==> src/rtl/scarv_cop_mpalu_if.sv <==
// Issue/writeback bundle between the decode stage and the multi-precision ALU.
// The decode side drives operands; the ALU side returns the two-word writeback.
interface scarv_cop_mpalu_if #(
    parameter int unsigned W = 32
) ();
    localparam int unsigned SW = $clog2(2 * W);

    logic             malu_ivalid;
    logic [2:0]       malu_op;
    logic             malu_use_imm;
    logic [W-1:0]     malu_rs1;
    logic [W-1:0]     malu_rs2;
    logic [W-1:0]     malu_rs3;
    logic [SW-1:0]    id_imm;
    logic             malu_idone;
    logic             malu_busy;
    logic [W/8-1:0]   malu_rd_ben;
    logic             malu_rd_hi;
    logic [W-1:0]     malu_rd_wdata;

    modport master (
        output malu_ivalid, malu_op, malu_use_imm, malu_rs1, malu_rs2, malu_rs3, id_imm,
        input  malu_idone, malu_busy, malu_rd_ben, malu_rd_hi, malu_rd_wdata
    );

    modport slave (
        input  malu_ivalid, malu_op, malu_use_imm, malu_rs1, malu_rs2, malu_rs3, id_imm,
        output malu_idone, malu_busy, malu_rd_ben, malu_rd_hi, malu_rd_wdata
    );
endinterface

==> src/rtl/scarv_cop_mpalu.sv <==
// Multi-precision ALU: 3-operand add/sub, double-word shifts and an iterative
// multiply-accumulate, each producing a 2W-bit result written back low word then high word.
module scarv_cop_mpalu #(
    parameter int unsigned W        = 32,
    parameter int unsigned MUL_BITS = 4
) (
    input logic              g_clk,
    input logic              g_resetn,
    scarv_cop_mpalu_if.slave malu
);
    localparam int unsigned SW    = $clog2(2 * W);
    localparam int unsigned NSTEP = W / MUL_BITS;
    localparam int unsigned CW    = (NSTEP > 1) ? $clog2(NSTEP) : 1;
    localparam logic [CW-1:0] LastStep = CW'(NSTEP - 1);

    localparam logic [2:0] OpAdd3 = 3'd0;
    localparam logic [2:0] OpSub3 = 3'd1;
    localparam logic [2:0] OpSll  = 3'd2;
    localparam logic [2:0] OpSrl  = 3'd3;
    localparam logic [2:0] OpMac  = 3'd4;

    typedef enum logic [1:0] {StIdle, StMul, StWbLo, StWbHi} state_e;

    state_e          state_q, state_d;
    logic [2*W-1:0]  result_q, result_d;  // also serves as the MAC accumulator
    logic [CW-1:0]   step_q, step_d;

    logic [2*W-1:0]  rs1_x, rs2_x, rs3_x, pair;
    logic [2*W-1:0]  add3_r, sub3_r, sll_r, srl_r, partial;
    logic [SW-1:0]   amt;
    logic [MUL_BITS-1:0] digit;

    assign rs1_x  = {{W{1'b0}}, malu.malu_rs1};
    assign rs2_x  = {{W{1'b0}}, malu.malu_rs2};
    assign rs3_x  = {{W{1'b0}}, malu.malu_rs3};
    assign pair   = {malu.malu_rs1, malu.malu_rs2};
    assign amt    = malu.malu_use_imm ? malu.id_imm : malu.malu_rs3[SW-1:0];

    assign add3_r = rs1_x + rs2_x + rs3_x;
    assign sub3_r = rs1_x - rs2_x - rs3_x;
    assign sll_r  = pair << amt;
    assign srl_r  = pair >> amt;

    // One radix-2^MUL_BITS digit of rs2 per step, weighted by its position.
    assign digit   = malu.malu_rs2[step_q * MUL_BITS +: MUL_BITS];
    assign partial = (rs1_x * {{(2*W-MUL_BITS){1'b0}}, digit}) << (step_q * MUL_BITS);

    always_ff @(posedge g_clk) begin
        if (!g_resetn) begin
            state_q  <= StIdle;
            result_q <= '0;
            step_q   <= '0;
        end else begin
            state_q  <= state_d;
            result_q <= result_d;
            step_q   <= step_d;
        end
    end

    always_comb begin
        state_d  = state_q;
        result_d = result_q;
        step_d   = step_q;
        unique case (state_q)
            StIdle: begin
                if (malu.malu_ivalid) begin
                    case (malu.malu_op)
                        OpAdd3: begin result_d = add3_r; state_d = StWbLo; end
                        OpSub3: begin result_d = sub3_r; state_d = StWbLo; end
                        OpSll:  begin result_d = sll_r;  state_d = StWbLo; end
                        OpSrl:  begin result_d = srl_r;  state_d = StWbLo; end
                        OpMac: begin
                            result_d = rs3_x;
                            step_d   = '0;
                            state_d  = StMul;
                        end
                        default: state_d = StIdle;
                    endcase
                end
            end
            StMul: begin
                if (!malu.malu_ivalid) begin
                    state_d = StIdle;
                end else begin
                    result_d = result_q + partial;
                    step_d   = step_q + 1'b1;
                    if (step_q == LastStep) begin
                        state_d = StWbLo;
                    end
                end
            end
            StWbLo: state_d = malu.malu_ivalid ? StWbHi : StIdle;
            StWbHi: state_d = StIdle;
            default: state_d = StIdle;
        endcase
    end

    // Writeback is suppressed whenever the issuer has withdrawn the instruction.
    always_comb begin
        malu.malu_idone    = 1'b0;
        malu.malu_busy     = (state_q != StIdle);
        malu.malu_rd_ben   = '0;
        malu.malu_rd_hi    = 1'b0;
        malu.malu_rd_wdata = '0;
        unique case (state_q)
            StIdle: begin
                if (malu.malu_ivalid && (malu.malu_op > OpMac)) begin
                    malu.malu_idone = 1'b1;
                end
            end
            StWbLo: begin
                if (malu.malu_ivalid) begin
                    malu.malu_rd_ben   = '1;
                    malu.malu_rd_wdata = result_q[W-1:0];
                end
            end
            StWbHi: begin
                if (malu.malu_ivalid) begin
                    malu.malu_rd_ben   = '1;
                    malu.malu_rd_hi    = 1'b1;
                    malu.malu_rd_wdata = result_q[2*W-1:W];
                    malu.malu_idone    = 1'b1;
                end
            end
            default: ;
        endcase
    end
endmodule

==> src/flat_wrapper.sv <==
// flat-port wrapper written by rule: the top's interface ports become plain ports
module scarv_cop_mpalu_flat 
#(
    parameter int unsigned W        = 32,
    parameter int unsigned MUL_BITS = 4
)
  (g_clk, g_resetn, malu_malu_ivalid, malu_malu_op, malu_malu_use_imm, malu_malu_rs1, malu_malu_rs2, malu_malu_rs3, malu_id_imm, malu_malu_idone, malu_malu_busy, malu_malu_rd_ben, malu_malu_rd_hi, malu_malu_rd_wdata);
  scarv_cop_mpalu_if #(.W(W)) malu_i ();
  input logic g_clk;
  input logic g_resetn;
  input wire logic [$bits(malu_i.malu_ivalid)-1:0] malu_malu_ivalid;
  input wire logic [$bits(malu_i.malu_op)-1:0] malu_malu_op;
  input wire logic [$bits(malu_i.malu_use_imm)-1:0] malu_malu_use_imm;
  input wire logic [$bits(malu_i.malu_rs1)-1:0] malu_malu_rs1;
  input wire logic [$bits(malu_i.malu_rs2)-1:0] malu_malu_rs2;
  input wire logic [$bits(malu_i.malu_rs3)-1:0] malu_malu_rs3;
  input wire logic [$bits(malu_i.id_imm)-1:0] malu_id_imm;
  output wire logic [$bits(malu_i.malu_idone)-1:0] malu_malu_idone;
  output wire logic [$bits(malu_i.malu_busy)-1:0] malu_malu_busy;
  output wire logic [$bits(malu_i.malu_rd_ben)-1:0] malu_malu_rd_ben;
  output wire logic [$bits(malu_i.malu_rd_hi)-1:0] malu_malu_rd_hi;
  output wire logic [$bits(malu_i.malu_rd_wdata)-1:0] malu_malu_rd_wdata;
  assign malu_i.malu_ivalid = malu_malu_ivalid;
  assign malu_i.malu_op = malu_malu_op;
  assign malu_i.malu_use_imm = malu_malu_use_imm;
  assign malu_i.malu_rs1 = malu_malu_rs1;
  assign malu_i.malu_rs2 = malu_malu_rs2;
  assign malu_i.malu_rs3 = malu_malu_rs3;
  assign malu_i.id_imm = malu_id_imm;
  assign malu_malu_idone = malu_i.malu_idone;
  assign malu_malu_busy = malu_i.malu_busy;
  assign malu_malu_rd_ben = malu_i.malu_rd_ben;
  assign malu_malu_rd_hi = malu_i.malu_rd_hi;
  assign malu_malu_rd_wdata = malu_i.malu_rd_wdata;
  scarv_cop_mpalu #(.W(W), .MUL_BITS(MUL_BITS)) u_core (.g_clk(g_clk), .g_resetn(g_resetn), .malu(malu_i));
endmodule
==> config.mk <==
export PLATFORM = sky130hd
export DESIGN_NAME = scarv_cop_mpalu_flat
export DESIGN_NICKNAME = d
export VERILOG_FILES = /design/src/rtl/scarv_cop_mpalu_if.sv /design/src/rtl/scarv_cop_mpalu.sv /design/src/flat_wrapper.sv
export SDC_FILE = /design/constraint.sdc
export NUM_CORES = 2
export LEC_CHECK = 0
export CAP_MARGIN = 20
export CORE_ASPECT_RATIO = 1.25
export CORE_UTILIZATION = 25
export DETAILED_ROUTE_END_ITERATION = 6
export PLACE_DENSITY_LB_ADDON = 0.08
export SKIP_LAST_GASP = 1
export SLEW_MARGIN = 0
export SYNTH_ARGS = -nofsm -noshare
export SYNTH_HDL_FRONTEND = slang
export SYNTH_SLANG_ARGS = --single-unit
export TNS_END_PERCENT = 1
==> constraint.sdc <==
create_clock -name g_clk -period 18.9 [get_ports g_clk]
set_input_delay 2.835 -clock g_clk [delete_from_list [all_inputs] [get_ports g_clk]]
set_output_delay 2.835 -clock g_clk [all_outputs]
set_load 0.02 [all_outputs]
==> results.py <==
metrics = {
    "route": {
        "vias": 30858,
        "drt_pre_antenna_iters": 6,
        "routed_wl_microns": 166000,
        "initialDrtViolationCount": 2962,
        "ant_nets": 0,
        "drc": 0,
        "drt-wirelength-per-cell_microns": 31.3,
        "via_per_inst": 5.82,
    },
    "place": {
        "dp_cells": 5286,
        "portBuffers": 147,
        "place.detailed.hpwl_microns": 137000,
        "finalWeightedCongestion": 1.03,
        "place_area_sq_um": 30800,
    },
    "synthesis": {
        "yosysMostFrequentCell": "nand2_1",
        "synth.top_cell.area_share": 0.107,
        "ys_ff_latch": 69,
        "ys_seq_area_frac": 0.0499,
        "async_reset_ff_frac": 0,
        "yosys.area.top_type": "ha_1",
        "syn_inst": 3850,
        "ys_top_cells_by_area": "ha_1, mux2i_1, a21oi_1, mux4_2, nand2_1",
        "syn-num-nets": 4261,
        "synth_warnings": 0,
        "syn_avg_cell_area_sq_um": 7.19,
        "synthTopCellsByCount": "nand2_1, a21oi_1, mux2i_1, nor2_1, inv_1",
        "synth_edf_count": 0,
        "netlist_area_sq_um": 27700,
        "ys.flop_type": "dfxtp_1",
        "yosysUniqueCellTypes": 94,
    },
    "grt": {
        "grt_usage": 0.286,
        "grt.overflow.total": 0,
        "grt_pass1_vias": 30011,
        "use_met2": 0.458,
        "grt_pass1_wl_microns": 230000,
        "grt.busiest_layer": "met2",
        "antenna_found_initial": 11,
        "grt_util_met3": 0.0234,
        "grtUsageMet1": 0.374,
        "grt_max_degree": 67,
    },
    "timing": {
        "rsz0062_at_grt": "no",
        "slew_violations": 0,
        "worstMarginPinSlew_ns": 1.27,
        "final_hold_viol_count": 0,
        "relSlewSlack": 0.152,
        "finalClockSkew_ns": 0.0228,
        "period_minus_slack_ns": 12.38,
        "max_freq_ghz": 0.0808,
        "final-setup-viol-count": 0,
        "finalCritPeriodShare": 0.655,
        "tns_ns": 0,
    },
    "status": {
        "outcome": "completed",
    },
    "setup_path": {
        "cp-end-kind": "register",
        "crit_top_cell": "o211ai_1",
        "critical_path.slowest_cell": "clkdlybuf4s50_1",
        "rr_worst_depth": 32,
        "cpLargestDelayFamily": "compound AO/OA/AOI/OAI gates",
        "cp.required_ns": 19.20,
        "crit_cells": 32,
        "startpoint_type": "primary input",
        "path_buf_inv": 4,
        "crit_arrival_ns": 12.68,
        "critical-path-max-stage-delay_ns": 0.72,
        "crit_fanout": 32,
        "crit_type": "primary input to register",
    },
    "floorplanning": {
        "start_util": 0.252,
        "die_x_microns": 300,
        "die_h_microns": 374,
        "core_area_sq_um": 110000,
        "pin_count": 148,
        "row_count": 136,
        "die-area_sq_um": 112000,
    },
    "clocking": {
        "ctsRootBufferMaster": "clkbuf_16",
        "cts_tree": "done",
        "cts_hold_buf": 0,
        "cts_max_level": 3,
        "cts.sink_count": 69,
        "postCtsSetupBuffers": 0,
        "numCtsBuffers": 9,
        "cts_buffer_depth": 2,
        "ctsResizeCount": 0,
        "clkLatencyLatePin_ns": 0.38,
        "clkTransAtPathRegs_ns": 0.07,
    },
    "hold_path": {
        "min_path_type": "register to register",
        "whs_path_depth": 2,
    },
    "power_and_ir_drop": {
        "p_leak_nw": 13.5,
        "powerDensity_nw_per_um2": 93.1,
        "peakVddDrop_mv": 0.0853,
    },
    "finish": {
        "syn_to_final_growth_pct": 12.2,
        "fin_cells": 5301,
        "layout-drive-gt1-share": 0.0717,
        "diodes": 0,
        "final_cell_area_sq_um": 31100,
        "nNetsFinal": 4259,
    },
    "run": {
        "drv_cap": 0,
    },
}
-- area by class of cell --
cell class,instances,area [sq um]
Clock buffer,10,229
Clock inverter,5,37.5
Fill cell,12359,78900
Inverter,264,991
Multi-Input combinational cell,3247,24300
Sequential cell,69,1390
Tap cell,1449,1810
Timing Repair Buffer,257,2300
-- final timing paths --
path,end,from,slack (ns)
max,u_core.result_q[63]$_SDFFE_PN0P_,malu_malu_rs2[11],6.52
min reg2reg,u_core.result_q[43]$_SDFFE_PN0P_,u_core.result_q[43]$_SDFFE_PN0P_,0.52
max reg2reg,u_core.result_q[63]$_SDFFE_PN0P_,u_core.step_q[0]$_SDFFE_PN0P_,8.96
min,u_core.result_q[43]$_SDFFE_PN0P_,u_core.result_q[43]$_SDFFE_PN0P_,0.52
-- sequential cells by signal, indices dropped and copies added, names as in the netlist --
register         count
u_core.result_q     64
u_core.state_q       2
u_core.step_q        3
-- cell usage in the layout, fill, tap and decap left out, types with 51 or more instances in the layout --
master,instances
nor2_1,286
xnor2_1,116
fa_1,65
dfxtp_1,66
nor3_1,56
a31oi_1,51
a21o_1,105
nor2b_1,115
o211ai_1,54
nand3_1,68
o21ai_0,217
nand2_1,385
a21oi_1,346
clkdlybuf4s50_1,147
xor2_1,68
mux2i_1,283
ha_1,236
inv_1,260
buf_4,110
mux4_2,76
-- cells by family after synthesis --
kind of cell	count (synthesis)	share of synthesized area
adders and majority gates	302	0.154
muxes	386	0.175
DFF	69	0.0499
buffers and inverters	534	0.0772
AOI/OAI and AO/OA	1244	0.295
xor gates and xnor gates	184	0.0582
and+or+nand+nor	1131	0.191
-- routing by layer --
layer  vias to the layer above  wire (microns)  share of wire
met5                         -               0              0
met4                         0           11100          0.067
met3                       300            8830          0.053
met2                      1324           74800           0.45
met1                     15168           71100           0.43
li1                      14066               -              -
-- power breakdown --
part / total [mW] / switching, mW / leakage (nW) / internal [mW]
clock network: 0.167 / 0.0784 / 0.125 / 0.0887
logic: 2.47 / 1.65 / 12.8 / 0.818
registers: 0.259 / 0.0727 / 0.566 / 0.186
total: 2.89 / 1.80 / 13.5 / 1.09
-- worst reg2reg max path: cells and delay by family (launching register included) --
kind / cells / cell delay, ns
AO/OA/AOI/OAI: 14 / 3.50
multiplexers: 3 / 1.21
flip-flops: 1 / 0.31
XOR/XNOR: 1 / 0.55
adder cells (fa/ha/maj): 4 / 1.82
buffers and inverters: 4 / 0.82
AND/OR/NAND/NOR: 6 / 1.66
-- stage by stage --
stage / worst slack [ns] / total power, mW / hold slack [ns] / util
2_1_floorplan: 8.66 / 1.72 / 0.439 / -
6_report: 6.52 / 2.89 / 0.523 / 0.283
4_1_cts: 6.56 / 2.85 / 0.510 / 0.283
3_5_place_dp: 6.19 / 2.67 / 0.498 / 0.280
3_3_place_gp: 6.15 / 2.71 / 0.501 / 0.280
5_1_grt: 6.07 / 3.05 / 0.519 / 0.283
Power figures use the tool's default switching activity.
